## src/rtl/pc_fetch_ctrl.sv

```systemverilog
`default_nettype none
// ============================================================================
// Module   : pc_fetch_ctrl (with params_pkg)
// Brief    : Fetch-stage wrapper. Owns the architectural PC, captures the
//            fetched instruction into an IF/ID holding register and hands it
//            to decode over a valid/ready handshake. Handles branch redirect
//            (flush), decode backpressure (stall) and a sticky halt.
// Revision : 1.0 - initial release
// ============================================================================

package params_pkg;
  localparam int ADDR_WIDTH = 8;
  localparam int MEM_SIZE   = 256;
  typedef logic [31:0] instruction_t;
endpackage

module pc_fetch_ctrl #(
  parameter int ADDR_WIDTH = params_pkg::ADDR_WIDTH,
  parameter int MEM_SIZE   = params_pkg::MEM_SIZE,
  parameter int RESET_PC   = 0,
  parameter int CNT_WIDTH  = 16
) (
  input  logic                     clk_i,
  input  logic                     rst_n_i,
  output logic [ADDR_WIDTH-1:0]    pc_o,
  input  logic [ADDR_WIDTH-1:0]    next_pc_i,
  input  params_pkg::instruction_t instruction_i,
  input  logic                     branch_taken_i,
  input  logic [ADDR_WIDTH-1:0]    branch_target_i,
  input  logic                     halt_i,
  output params_pkg::instruction_t instr_o,
  output logic [ADDR_WIDTH-1:0]    instr_pc_o,
  output logic                     valid_o,
  input  logic                     ready_i,
  output logic                     halted_o,
  output logic [CNT_WIDTH-1:0]     stall_cnt_o
);

  localparam logic [ADDR_WIDTH-1:0] c_reset_pc = ADDR_WIDTH'(RESET_PC);
  localparam logic [CNT_WIDTH-1:0]  c_cnt_max  = '1;

  typedef enum logic [1:0] {
    ST_BOOT = 2'd0,
    ST_RUN  = 2'd1,
    ST_HALT = 2'd2
  } state_t;

  state_t                   r_state;
  state_t                   w_state_nxt;
  logic [ADDR_WIDTH-1:0]    r_pc;
  logic [ADDR_WIDTH-1:0]    w_pc_nxt;
  params_pkg::instruction_t r_instr;
  params_pkg::instruction_t w_instr_nxt;
  logic [ADDR_WIDTH-1:0]    r_instr_pc;
  logic [ADDR_WIDTH-1:0]    w_instr_pc_nxt;
  logic                     r_valid;
  logic                     w_valid_nxt;
  logic [CNT_WIDTH-1:0]     r_stall_cnt;
  logic                     w_accept;
  logic                     w_free;
  logic [ADDR_WIDTH-1:0]    w_target;

  assign w_accept = r_valid & ready_i;
  assign w_free   = ~r_valid | ready_i;

  // Redirect targets are folded into the instruction memory range.
  assign w_target = ADDR_WIDTH'(32'(branch_target_i) % 32'(MEM_SIZE));

  // State, PC and IF/ID register; reset discards any held entry at once.
  always_ff @(posedge clk_i or negedge rst_n_i) begin
    if (!rst_n_i) begin
      r_state    <= ST_BOOT;
      r_pc       <= c_reset_pc;
      r_instr    <= '0;
      r_instr_pc <= '0;
      r_valid    <= 1'b0;
    end else begin
      r_state    <= w_state_nxt;
      r_pc       <= w_pc_nxt;
      r_instr    <= w_instr_nxt;
      r_instr_pc <= w_instr_pc_nxt;
      r_valid    <= w_valid_nxt;
    end
  end

  // Next-state and datapath: redirect beats capture beats stall; halt is
  // taken after the redirect/capture decision of the same cycle.
  always_comb begin
    w_state_nxt    = r_state;
    w_pc_nxt       = r_pc;
    w_instr_nxt    = r_instr;
    w_instr_pc_nxt = r_instr_pc;
    w_valid_nxt    = r_valid;
    case (r_state)
      ST_BOOT: begin
        // One idle cycle lets the instruction memory settle after reset.
        w_state_nxt = ST_RUN;
      end
      ST_RUN: begin
        if (branch_taken_i) begin
          w_pc_nxt    = w_target;
          w_valid_nxt = 1'b0;
        end else if (w_free) begin
          w_instr_nxt    = instruction_i;
          w_instr_pc_nxt = r_pc;
          w_valid_nxt    = 1'b1;
          w_pc_nxt       = next_pc_i;
        end
        if (halt_i) begin
          w_state_nxt = ST_HALT;
        end
      end
      ST_HALT: begin
        // Drain a pending entry, then stay quiet until reset.
        if (w_accept) begin
          w_valid_nxt = 1'b0;
        end
      end
      default: begin
        w_state_nxt = ST_BOOT;
      end
    endcase
  end

  // Saturating count of cycles where decode back-pressures a valid entry.
  always_ff @(posedge clk_i or negedge rst_n_i) begin
    if (!rst_n_i) begin
      r_stall_cnt <= '0;
    end else if (r_valid && !ready_i && (r_stall_cnt != c_cnt_max)) begin
      r_stall_cnt <= r_stall_cnt + 1'b1;
    end
  end

  assign pc_o        = r_pc;
  assign instr_o     = r_instr;
  assign instr_pc_o  = r_instr_pc;
  assign valid_o     = r_valid;
  assign halted_o    = (r_state == ST_HALT);
  assign stall_cnt_o = r_stall_cnt;

endmodule

`default_nettype wire

```

## config.mk

```make
export PLATFORM = sky130hd
export DESIGN_NAME = pc_fetch_ctrl
export DESIGN_NICKNAME = d
export VERILOG_FILES = /design/src/rtl/pc_fetch_ctrl.sv
export SDC_FILE = /design/constraint.sdc
export NUM_CORES = 1
export LEC_CHECK = 0
export ABC_AREA = 1
export CAP_MARGIN = 5
export CORE_MARGIN = 2
export CORE_UTILIZATION = 30
export CTS_CLUSTER_SIZE = 20
export DETAILED_ROUTE_END_ITERATION = 8
export GPL_TIMING_DRIVEN = 0
export PLACE_DENSITY = 0.68
export SLEW_MARGIN = 10
export SYNTH_ARGS = -nofsm -noshare
export SYNTH_HDL_FRONTEND = slang
export SYNTH_SLANG_ARGS = --single-unit
```

## constraint.sdc

```tcl
create_clock -name clk_i -period 2.65 [get_ports clk_i]
set_input_delay 0.3975 -clock clk_i [delete_from_list [all_inputs] [get_ports clk_i]]
set_output_delay 0.3975 -clock clk_i [all_outputs]
set_load 0.01 [all_outputs]
```

==> metrics.txt <==
CTS Sinks 67; die area 10960 um2; Yosys warnings 0; CTS buffer count 9; slowest CP cell clkdlybuf4s50_1; Final Skew 0.008455 ns; nature of the critical path endpoint primary output; cell count after synthesis 367; Synth top area share 55.14%; Storage cell area 1677 um2; maximum VDD drop 0.0004560 V; core area 9819 um2; Hold WS 0.4027 ns; Area Growth Syn to Fin 50.45%; Initial Util 30.96%; DIE HEIGHT 104.7 um; Critical Path Max Stage Delay 0.56 ns; reg2reg start stall_cnt_o[0]; final instance area 4574 um2; CTS tree yes; Power Internal 2799 uW; Clock Power Share 16.8%; vias in the first global route 2649; hold_buf cts 1; Post-CTS Resized 0; Switch Pwr 1556 uW; Top Metal Used met4; total number of vias 2725; antenna violations before repair 0; Crit path buffers/inverters 2; deepest clock path buffer count 2; cell-by-cell trace of the critical path inv_1 > nor2_1 > clkdlybuf4s50_1; Worst-path clk slew 0.08 ns; synthesized area 3040 um2; most frequent cell after synthesis nand2_1; final net count 551; Final Slew Violations 0; combinational share of power 43.3%; CP Launch Point r_state[1]; total routed wirelength 7.643 mm; min-delay src branch_taken_i; vias per cell 4.291; Max-Cap Viols 0; per-cell routed wire length 12.04 um; clk_lat worst skew 0.33 ns; multi-input logic area 1072 um2; GRT Total Usage 14.34%; Yosys top cell by area dfrtp_1; CP Class flop to primary output; grt ovf 0; pwr/cell area 952.1 nW/um2; FMAX 0.5220 GHz; Sw Share 35.74%; Setup crit start kind flop; Post-synth ARST share 100.0%; Post-CTS Repair Setup Buffers 0; Iter 0 DRT Violations 53; Syn Nets 421; largest net degree at the start of global routing 43; reg2reg setup slack 0.96 ns; worst slew pin tran 0.4051 ns; metal3 WL 327 um; Die Wd 104.7 um; Seq cells post-synth 67; Slew Limit Headroom 72.99%; Final Hold Fails 0; final setup vio count 0; Pre-Repair DR Iteration Count 4; number of synthesized flops with an enable pin 0; synth top area cells dfrtp_1, nand2_1, o21ai_0, inv_1, nor2_1; top cells by count, synth nand2_1, dfrtp_1, inv_1; sequential area share after synthesis 55.14%; ANT nets after route 0; P_leak 0.002151 uW; post-route met1 wirelength 3.290 mm; layout cell share with drive strength beyond 1 7.570%; H-tree Lvls 3; Worst EP arrival 1.52 ns; num rows 36; area post-placement 4395 um2; Netlist cell types 24; io pins 119; drt drc 0; WP data required 2.25 ns; worst hold path type input pin to flop; post-layout min period 1.916 ns; routability cong. 0.8199; Final Cycle Share 72.30%; ys flop type dfrtp_1; input/output buffers 117; Filler Cell Count 1005; ANT cells 0; Reg power frac 40.0%; first-pass GRT wire length 12.70 mm; syn_area_per_cell 8.285 um2; status finished clean; clock root cell clkbuf_8; unrepaired setup endpoints after global routing false; DP HPWL 5.991 mm; crit-path leading delay family buffers and inverters; met2 wire length 3.939 mm; largest fanout on the critical path 3
==> through the flow <==
| step | utilization [%] | power (uW) | instances | TNS, ns | setup slack, ns |
|---|---|---|---|---|---|
| after floorplan | - | 2532 | 367 | 0 | 1.140 |
| after global placement | 44.58 | 3609 | 617 | -71.65 | -1.075 |
| after detailed placement | 44.76 | 3678 | 618 | 0 | 0.6486 |
| after CTS | 46.59 | 4432 | 635 | 0 | 0.7102 |
| after global routing | 46.59 | 4680 | 635 | 0 | 0.6505 |
| final | 46.59 | 4355 | 635 | 0 | 0.7342 |
==> layout by cell type, fill, tap and decap left out, types with 5 or more instances in the layout <==
master           count
clkdlybuf4s50_1    116
dfrtp_1             67
nor2_1              25
buf_2                5
a31oi_1              8
clkbuf_8             9
inv_1               53
o21ai_0             40
nand2_1            122
nand4_1              6
nand3_1              8
==> power groups by stage <==
stage | Clock (uW) | Sequential, uW | Combinational [uW]
finish | 730 | 1740 | 1880
global route | 807 | 1800 | 2080
CTS | 763 | 1740 | 1930
detailed placement | 0 | 1760 | 1920
global placement | 0 | 1740 | 1870
floorplan | 0 | 1890 | 637
==> state kept, by name, indices dropped and copies added (netlist names) <==
name,count
instr_o,32
stall_cnt_o,16
instr_pc_o,8
pc_o,8
r_state,2
valid_o,1
==> final timing paths <==
path	end	cells past startpoint
min reg2reg	instr_pc_o[2]	2
max reg2reg	stall_cnt_o[6]	10
min in group asynchronous	instr_o[6]	2
max in group asynchronous	instr_o[25]	3
max	halted_o	3
min	pc_o[1]	3
==> logic make-up (layout without fill, tap and decap cells) <==
logic type               Yosys count  count (layout)  synth area share [%]
AO/OA/AOI/OAI                     55              55                 9.877
XOR/XNOR                           7               7                 2.017
adder cells (fa/ha/maj)            1               1                0.4115
buffers and inverters             69             204                 9.588
flip-flops                        67              67                 55.14
AND/OR/NAND/NOR                  168             168                 22.96
==> tightest hold or removal path: stages <==
cell and delay, ns:
buf_2 0.15, nand2_1 0.07, a31oi_1 0.08
==> cell type report <==
type	instances	share of cell area, %
clock buffer	9	2.708
clock inverter	7	0.9847
timing repair buffer	119	26.20
buffer	13	1.778
sequential	67	36.65
tap	133	3.638
multi-input combinational	231	23.44
inverter	56	4.595
==> layer usage <==
metal | vias up | track usage (%)
met5 | - | 0
met4 | 0 | 4.190
met3 | 6 | 3.369
met2 | 63 | 25.26
met1 | 1257 | 17.44
li1 | 1399 | -
No activity file was read; power rests on OpenSTA's default activity.
